## config.mk

```make
export PLATFORM = sky130hd
export DESIGN_NAME = regfile_read_port
export DESIGN_NICKNAME = d
export VERILOG_FILES = /design/src/rtl/regfile_pkg.sv /design/src/rtl/reg_read_mux.sv /design/src/rtl/regfile_read_port.sv
export SDC_FILE = /design/constraint.sdc
export NUM_CORES = 1
export LEC_CHECK = 0
export BUFFER_PORTS_ARGS = -buffer_cell sky130_fd_sc_hd__buf_4
export CAP_MARGIN = 20
export CELL_PAD_IN_SITES_DETAIL_PLACEMENT = 1
export CELL_PAD_IN_SITES_GLOBAL_PLACEMENT = 1
export CORE_MARGIN = 3
export CORE_UTILIZATION = 34
export CTS_CLUSTER_DIAMETER = 120
export DETAILED_ROUTE_END_ITERATION = 12
export GPL_TIMING_DRIVEN = 0
export PLACE_DENSITY = 0.95
export SYNTH_ARGS = -nofsm -noshare
export SYNTH_HDL_FRONTEND = slang
export SYNTH_SLANG_ARGS = --single-unit
export TNS_END_PERCENT = 100
```

## constraint.sdc

```tcl
create_clock -name clk -period 3.75 [get_ports clk]
set_clock_uncertainty 0.2 [all_clocks]
set_input_delay 0.75 -clock clk [delete_from_list [all_inputs] [get_ports clk]]
set_output_delay 0.75 -clock clk [all_outputs]
set_load 0.02 [all_outputs]
```

## src/rtl/regfile_pkg.sv

```systemverilog
// regfile_pkg: shared constants and read-port state type for the register file.
//   REGFILE_WIDTH - data width of each register
//   REGFILE_NREGS - number of registers
//   REGFILE_AW    - register index width (log2 of REGFILE_NREGS)
//   rd_state_e    - read-port FSM states (2-bit encoding)
package regfile_pkg;

    localparam int unsigned REGFILE_WIDTH = 16;
    localparam int unsigned REGFILE_NREGS = 8;
    localparam int unsigned REGFILE_AW    = 3;

    typedef enum logic [1:0] {
        IDLE   = 2'd0,
        READ_A = 2'd1,
        READ_B = 2'd2,
        DONE   = 2'd3
    } rd_state_e;

endpackage

```

## src/rtl/reg_read_mux.sv

```systemverilog
// reg_read_mux: combinational NREGS:1 selection of one WIDTH-bit register
// from the flattened register file.
//   regs_i [NREGS*WIDTH] - flattened registers, reg0 in the low slice
//   idx_i  [AW]          - register index
//   data_o [WIDTH]       - selected register contents
module reg_read_mux
    import regfile_pkg::*;
#(
    parameter int unsigned WIDTH = REGFILE_WIDTH,
    parameter int unsigned NREGS = REGFILE_NREGS,
    parameter int unsigned AW    = REGFILE_AW
) (
    input  logic [NREGS*WIDTH-1:0] regs_i,
    input  logic [AW-1:0]          idx_i,
    output logic [WIDTH-1:0]       data_o
);

    always_comb begin
        data_o = '0;
        for (int unsigned i = 0; i < NREGS; i++) begin
            if (idx_i == AW'(i)) begin
                data_o = regs_i[i*WIDTH +: WIDTH];
            end
        end
    end

endmodule

```

## src/rtl/regfile_read_port.sv

```systemverilog
// regfile_read_port: read side of the register file. Fetches operand A then
// operand B through one shared read mux over two cycles.
//   clk, rst_n          - clock, asynchronous active-low reset
//   regs_in             - flattened register file contents (reg0 lowest)
//   rd_req, rd_ready    - request/ready handshake; readnum_a/b captured on accept
//   a_out, b_out        - registered operands
//   op_valid, op_ack    - valid/ack handshake towards the operand consumer
//   write, writenum,
//   wr_data             - register-file write port, used only for forwarding
// Optional feature: define REGFILE_READ_BYPASS_EN to forward a same-cycle
// register-file write into the operand being read.
module regfile_read_port
    import regfile_pkg::*;
#(
    parameter int unsigned WIDTH = REGFILE_WIDTH,
    parameter int unsigned NREGS = REGFILE_NREGS,
    parameter int unsigned AW    = REGFILE_AW
) (
    input  logic                   clk,
    input  logic                   rst_n,
    input  logic [NREGS*WIDTH-1:0] regs_in,
    input  logic                   rd_req,
    input  logic [AW-1:0]          readnum_a,
    input  logic [AW-1:0]          readnum_b,
    output logic                   rd_ready,
    output logic [WIDTH-1:0]       a_out,
    output logic [WIDTH-1:0]       b_out,
    output logic                   op_valid,
    input  logic                   op_ack,
    input  logic                   write,
    input  logic [AW-1:0]          writenum,
    input  logic [WIDTH-1:0]       wr_data
);

    rd_state_e        state_q, state_d;
    logic [AW-1:0]    idx_a_q, idx_a_d;
    logic [AW-1:0]    idx_b_q, idx_b_d;
    logic [WIDTH-1:0] a_q, a_d;
    logic [WIDTH-1:0] b_q, b_d;

    logic [AW-1:0]    mux_idx;
    logic [WIDTH-1:0] mux_data;
    logic [WIDTH-1:0] rd_data;

    // The single mux serves A in READ_A and B in READ_B.
    assign mux_idx = (state_q == READ_B) ? idx_b_q : idx_a_q;

    reg_read_mux #(
        .WIDTH (WIDTH),
        .NREGS (NREGS),
        .AW    (AW)
    ) u_mux (
        .regs_i (regs_in),
        .idx_i  (mux_idx),
        .data_o (mux_data)
    );

`ifdef REGFILE_READ_BYPASS_EN
    assign rd_data = (write && (writenum == mux_idx)) ? wr_data : mux_data;
`else
    logic unused_bypass;
    assign unused_bypass = ^{write, writenum, wr_data};
    assign rd_data       = mux_data;
`endif

    always_comb begin
        state_d = state_q;
        idx_a_d = idx_a_q;
        idx_b_d = idx_b_q;
        a_d     = a_q;
        b_d     = b_q;
        unique case (state_q)
            IDLE: begin
                if (rd_req) begin
                    idx_a_d = readnum_a;
                    idx_b_d = readnum_b;
                    state_d = READ_A;
                end
            end
            READ_A: begin
                a_d     = rd_data;
                state_d = READ_B;
            end
            READ_B: begin
                b_d     = rd_data;
                state_d = DONE;
            end
            DONE: begin
                if (op_ack) begin
                    state_d = IDLE;
                end
            end
            default: state_d = IDLE;
        endcase
    end

    always_ff @(posedge clk or negedge rst_n) begin
        if (!rst_n) begin
            state_q <= IDLE;
            idx_a_q <= '0;
            idx_b_q <= '0;
            a_q     <= '0;
            b_q     <= '0;
        end else begin
            state_q <= state_d;
            idx_a_q <= idx_a_d;
            idx_b_q <= idx_b_d;
            a_q     <= a_d;
            b_q     <= b_d;
        end
    end

    assign rd_ready = (state_q == IDLE);
    assign op_valid = (state_q == DONE);
    assign a_out    = a_q;
    assign b_out    = b_q;

endmodule

```

==> flow_summary_export.csv, run 1 <==
group,metric,value,unit
synth,post_synth.cell_area_avg,7.75,um2
placed_design,gp_congestion,0.876,
floorplanning,core.rowCount,36,
floorplanning,die_area,0.0115,mm2
synth,yosysWarnings,0,
critical_path,worstPathArrival,2.95,ns
final_layout,drive_gt1_frac,0.355,
synth,yosysUniqueCellTypes,43,
route,vias,4274,
route,postRouteAntennaNets,0,
critical_path,cp.required,3.70,ns
placed_design,detailed_place_hpwl,12.3,mm
clock_tree,cts_buffers,5,
critical_path,worstReg2RegEnd,"a_out[14]",
timing,slew_headroom,0.585,
timing,grt_setup_unrepaired,"no",
placed_design,portBuffers,171,
floorplanning,core-area,0.00986,mm2
final_layout,area_delta_synth_final,45.3,%
clock_tree,clock-sinks,40,
synth,postSynthCellCount,450,
route,viasPerCell,5.62,
timing,tightestPinTransition,0.622,ns
floorplanning,io_pins,192,
synth,synth-main-ff-cell,"dfrtp_1",
power_and_ir_drop,total_leakage_power,2.34,nW
synth,syn_nets,612,
critical_path,max_stage_delay,0.47,ns
critical_path,r2r_start,"state_q[0]",
critical_path,crit_path_start_kind,"flop",
synth,synth_seq_area_share,0.287,
critical_path,path_class,"reg -> reg",
timing,max_freq,333,MHz
critical_path,ff2ff_setup_slack,0.75,ns
clock_tree,cts.repair.resized,0,
route,wl_per_cell,20.1,um
timing,finalCritPeriodShare,0.801,
job,maxCapViolCount,0,
route,drt-total-wl,15.3,mm
clock_tree,hold_buffers,0,
global_route,grt_pass1_wl,23.4,mm
clock_tree,htreeDepth,2,
global_route,antenna_found_initial,0,
timing,min_period,3.00,ns
clock_tree,ctsRootBufferMaster,"clkbuf_8",
critical_path,path_max_fanout,10,
global_route,grt_pass1_vias,4510,
synth,synth_area,0.00349,mm2
critical_path,end_kind,"flop",
timing,tns,0,ns
critical_path,crit_slowest_cell,"a2111oi_2",
status,status,"complete, no violations",
synth,ys_ff_latch,40,
clock_tree,clkLatencyLatePin,0.30,ns
clock_tree,clkTransAtPathRegs,0.08,ns
critical_path,cp-startpoint,"state_q[0]",
floorplanning,die_h,107,um
timing,slew_violations,0,
power_and_ir_drop,powerDensity,948,mW/mm2
critical_path,cpLargestDelayFamily,"compound AO/OA/AOI/OAI gates",
global_route,grt_max_degree,41,
global_route,grt_usage,0.260,
clock_tree,clockBufferDepth,2,
global_route,gr-total-overflow,0,
worst_hold_path,hp-class,"in -> async",
critical_path,crit_chain,"inv_1 > ha_1 > buf_6 > buf_6 > a21oi_1 > buf_2 > a21oi_1 > a2111oi_2 > o221ai_1",
final_layout,insertedDiodeCount,0,
synth,synth_edf_count,0,
timing,whs,0.213,ns
final_layout,final_net_count,790,
floorplanning,die_x,107,um
power_and_ir_drop,vdd_drop_max,371,uV
route,drt_iter0_markers,234,
final_layout,final_common_cell,"buf_4",
route,drc,0,
critical_path,cp.buffers_inverters,4,
timing,setup_viol,0,
clock_tree,cts_tree,"yes",
final_layout,layout_common_cells,"buf_4 (177), nand2_1 (108), dfrtp_1 (40)",
critical_path,reg2regPathDepth,9,
clock_tree,postCtsSetupBuffers,0,
synth,async_flop_share,1.00,
floorplanning,start_util,0.353,
timing,hold_viol_final,0,
route,drt_pass1_iterations,5,
[kinds of logic after synthesis]
kind of cell             synth area share
AO/OA/AOI/OAI                       0.270
adder cells (fa/ha/maj)            0.0144
buffers and inverters              0.0768
flip-flops                          0.287
multiplexers                        0.101
AND/OR/NAND/NOR                     0.251
[how the worst max path moves through the flow]
stage	end	slack, ns	depth (start not counted)
finish	a_out[14]	0.75	9
floorplan	a_out[4]	1.46	8
global route	a_out[14]	0.56	9
CTS	a_out[14]	0.76	9
global placement	a_out[14]	0.91	9
detailed placement	a_out[14]	0.78	9
[power breakdown]
| part | total [W] | internal [W] | switching (W) |
|---|---|---|---|
| Clock | 0.000423 | 0.000262 | 0.000160 |
| Sequential | 0.000819 | 0.000648 | 0.000172 |
| Combinational | 0.00356 | 0.00137 | 0.00219 |
[area by class of cell]
type                       instances  area, um2
buffer                            36        196
clock buffer                       5       68.8
clock inverter                     2       60.1
fill                            1244       4800
inverter                          19       71.3
multi-input combinational        355       2220
sequential                        40       1000
tap                              133        166
timing repair buffer             171       1280
[stage by stage]
step / total power (W) / setup slack [ns] / cell area (um2) / util / std cells
global placement: 0.00416 / 0.909 / 4940 / 0.500 / 754
detailed placement: 0.00433 / 0.782 / 4940 / 0.500 / 754
CTS: 0.00478 / 0.759 / 5060 / 0.513 / 761
floorplan: 0.00310 / 1.46 / 3490 / - / 450
global route: 0.00512 / 0.557 / 5060 / 0.513 / 761
finish: 0.00480 / 0.745 / 5060 / 0.513 / 761
[worst reg2reg max path, cell delays in order (launching register included)]
cell and delay [ns]:
dfrtp_1 0.42, inv_1 0.09, ha_1 0.29, buf_6 0.18, buf_6 0.14, a21oi_1 0.39
buf_2 0.33, a21oi_1 0.09, a2111oi_2 0.47, o221ai_1 0.25
[sequential cells by signal, indices dropped and copies added (netlist names)]
| name | count |
|---|---|
| b_out | 16 |
| state_q | 2 |
| idx_b_q | 3 |
| a_out | 16 |
| idx_a_q | 3 |
[layer usage]
layer | track usage | routed length, um
met5 | 0 | 0
met4 | 0.0831 | 297
met2 | 0.465 | 8050
met1 | 0.317 | 5880
met3 | 0.0408 | 1090
[cell usage after synthesis (9+ instances only)]
library cell  count  area, um2
a2111oi_2        13        195
a21oi_1          30        150
a22oi_1          13       97.6
clkbuf_1         17       63.8
dfrtp_1          40       1000
inv_1            19       71.3
mux2_2            9        101
mux2i_1          25        250
nand2_1         108        405
nand3_1          15       75.1
nor2_1           10       37.5
nor2b_1          28        175
nor3_1           14       70.1
o21ai_0          32        160
o221ai_1         13        114
(Power assumes the default switching activity.)
==> inputs of run 2 (changes only) <==
CORE_UTILIZATION = 31   (was 34)
PLACE_DENSITY = 0.92   (was 0.95)
clock period = 2.9 ns   (was 3.75 ns; I/O delays follow)
==> run 2 against run 1 <==
Routed wire length down 0.67%. Combinational power up 36%. Global-route usage down 2.5 points. Non-clock buffer count unchanged. Clock power up 34%. Die area up 9.1%. Register-to-register slack worse by 0.61 ns. Final area up 3.2%. Sequential share of layout area down 0.61 points. Critical path type unchanged. First-iteration DRC count down 22%. Critical endpoint is now b_out[5]. Sequential cell count unchanged.
==> flow_summary_export.csv, run 2 (synthesis gave the netlist of run 1 again) <==
group,metric,value,unit
clock_tree,hold_buffers,0,
final_layout,insertedDiodeCount,0,
timing,slew_headroom,0.581,
power_and_ir_drop,total_leakage_power,2.38,nW
power_and_ir_drop,powerDensity,1230,mW/mm2
final_layout,post-route-util,0.478,
power_and_ir_drop,power,0.00645,W
timing,tightestPinTransition,0.629,ns
floorplanning,core.rowCount,38,
route,drt-total-wl,15.2,mm
clock_tree,clkLatencyLatePin,0.28,ns
clock_tree,cts_tree,"yes",
clock_tree,clockBufferDepth,2,
critical_path,path_class,"reg -> reg",
critical_path,end_kind,"flop",
clock_tree,clkTransAtPathRegs,0.06,ns
status,status,"complete, no violations",
critical_path,crit_path_start_kind,"flop",
global_route,grt_usage,0.234,
route,vias,4164,
critical_path,worstPathArrival,2.76,ns
power_and_ir_drop,vdd_drop_max,496,uV
final_layout,area_delta_synth_final,49.9,%
global_route,grt_use_met1,0.289,
timing,min_period,2.76,ns
route,drt_pass1_iterations,4,
clock_tree,clock-sinks,40,
final_layout,final_common_cell,"buf_4",
global_route,grt_pass1_wl,23.7,mm
floorplanning,io_pins,192,
global_route,grt_pass1_vias,4553,
critical_path,cp.required,2.90,ns
placed_design,pre_cts_slack,-0.134,ns
global_route,grt_max_degree,41,
placed_design,detailed_place_hpwl,12.3,mm
route,viasPerCell,5.41,
placed_design,portBuffers,171,
final_layout,layout_common_cells,"buf_4 (177), nand2_1 (108), dfrtp_1 (40)",
timing,max_freq,362,MHz
critical_path,path_max_fanout,10,
clock_tree,cts_buffers,5,
floorplanning,start_util,0.319,
timing,slew_violations,0,
timing,grt_setup_unrepaired,"no",
global_route,grt_use_met3,0.0388,
floorplanning,die_h,112,um
global_route,gr-max-usage-layer,"met2",
final_layout,drive_gt1_frac,0.361,
floorplanning,die_x,112,um
route,drc,0,
timing,hold_viol_final,0,
route,postRouteAntennaNets,0,
clock_tree,htreeDepth,2,
timing,finalWorstSetupSlack,0.140,ns
timing,setup_viol,0,
placed_design,gp_congestion,0.865,
job,maxCapViolCount,0,
floorplanning,die_area,0.0126,mm2
global_route,gr-total-overflow,0,
worst_hold_path,hp-class,"in -> async",
route,wl_per_cell,19.8,um
final_layout,final_net_count,790,
floorplanning,core-area,0.0109,mm2
global_route,met2_usage,0.424,
timing,finalCritPeriodShare,0.952,
global_route,antenna_found_initial,0,
route,drt_iter0_markers,182,
clock_tree,ctsRootBufferMaster,"clkbuf_16",
run 2: changes by cell type in the layout (fill, tap and decap cells not counted), moves of 4 or more:
cell	before	now
a2111oi_2	13	3
clkbuf_16	0	5
a2111oi_4	0	10
clkbuf_8	5	1
run 2: path summary, 6_finish.rpt:
| check | start | endpoint | slack [ns] | cells after the start |
|---|---|---|---|---|
| worst min-delay path | rst_n | a_out[12] | 0.09 | 1 |
| worst min register to register | b_out[3] | b_out[3] | 0.34 | 2 |
| min in group clk | readnum_a[1] | idx_a_q[1] | 0.33 | 2 |
| worst max-delay path | state_q[0] | b_out[5] | 0.14 | 8 |
| max in group asynchronous | rst_n | b_out[1] | 2.05 | 1 |
| worst max register to register | state_q[0] | b_out[5] | 0.14 | 8 |
run 2: timing repair:
action                     in CTS  in global routing
gates resized for setup         2                 12
setup endpoints to repair       5                 21
setup buffers                   0                  0
run 2: per-layer routing:
layer | routed length [um] | up-vias
met3 | 779 | 18
met5 | 0 | -
met4 | 225 | 0
met1 | 6160 | 2052
li1 | - | 1957
met2 | 8050 | 137
run 2: where the power goes:
group	switching [W]	internal [W]
clock	0.000227	0.000340
combinational	0.00291	0.00192
sequential	0.000210	0.000839
run 2: final cells by class:
cell class                      count  area [um2]
Sequential cell                    40        1000
Timing Repair Buffer              171        1280
Inverter                           19        71.3
Buffer                             36         199
Tap cell                          140         175
Clock inverter                      2        10.0
Clock buffer                        6         139
Multi-Input combinational cell    355        2350
Fill cell                        1380        5710
run 2: worst max-delay path: stages, from the launching register on:
cell and delay [ns]:
dfrtp_1 0.42, inv_1 0.10, ha_1 0.27, mux2i_1 0.38, clkbuf_1 0.51, nand2_1 0.13, a32oi_1 0.31, o31ai_1 0.16
a31oi_1 0.19
run 2: metrics by stage:
| stage | hold WS (ns) | instance area (um2) | std cells | TNS, ns |
|---|---|---|---|---|
| floorplan | 0.0844 | 3490 | 450 | 0 |
| global placement | 0.305 | 4940 | 761 | -0.0133 |
| detailed placement | 0.325 | 4940 | 761 | -0.203 |
| CTS | 0.105 | 5110 | 769 | 0 |
| global route | 0.127 | 5230 | 769 | 0 |
| finish | 0.0874 | 5230 | 769 | 0 |
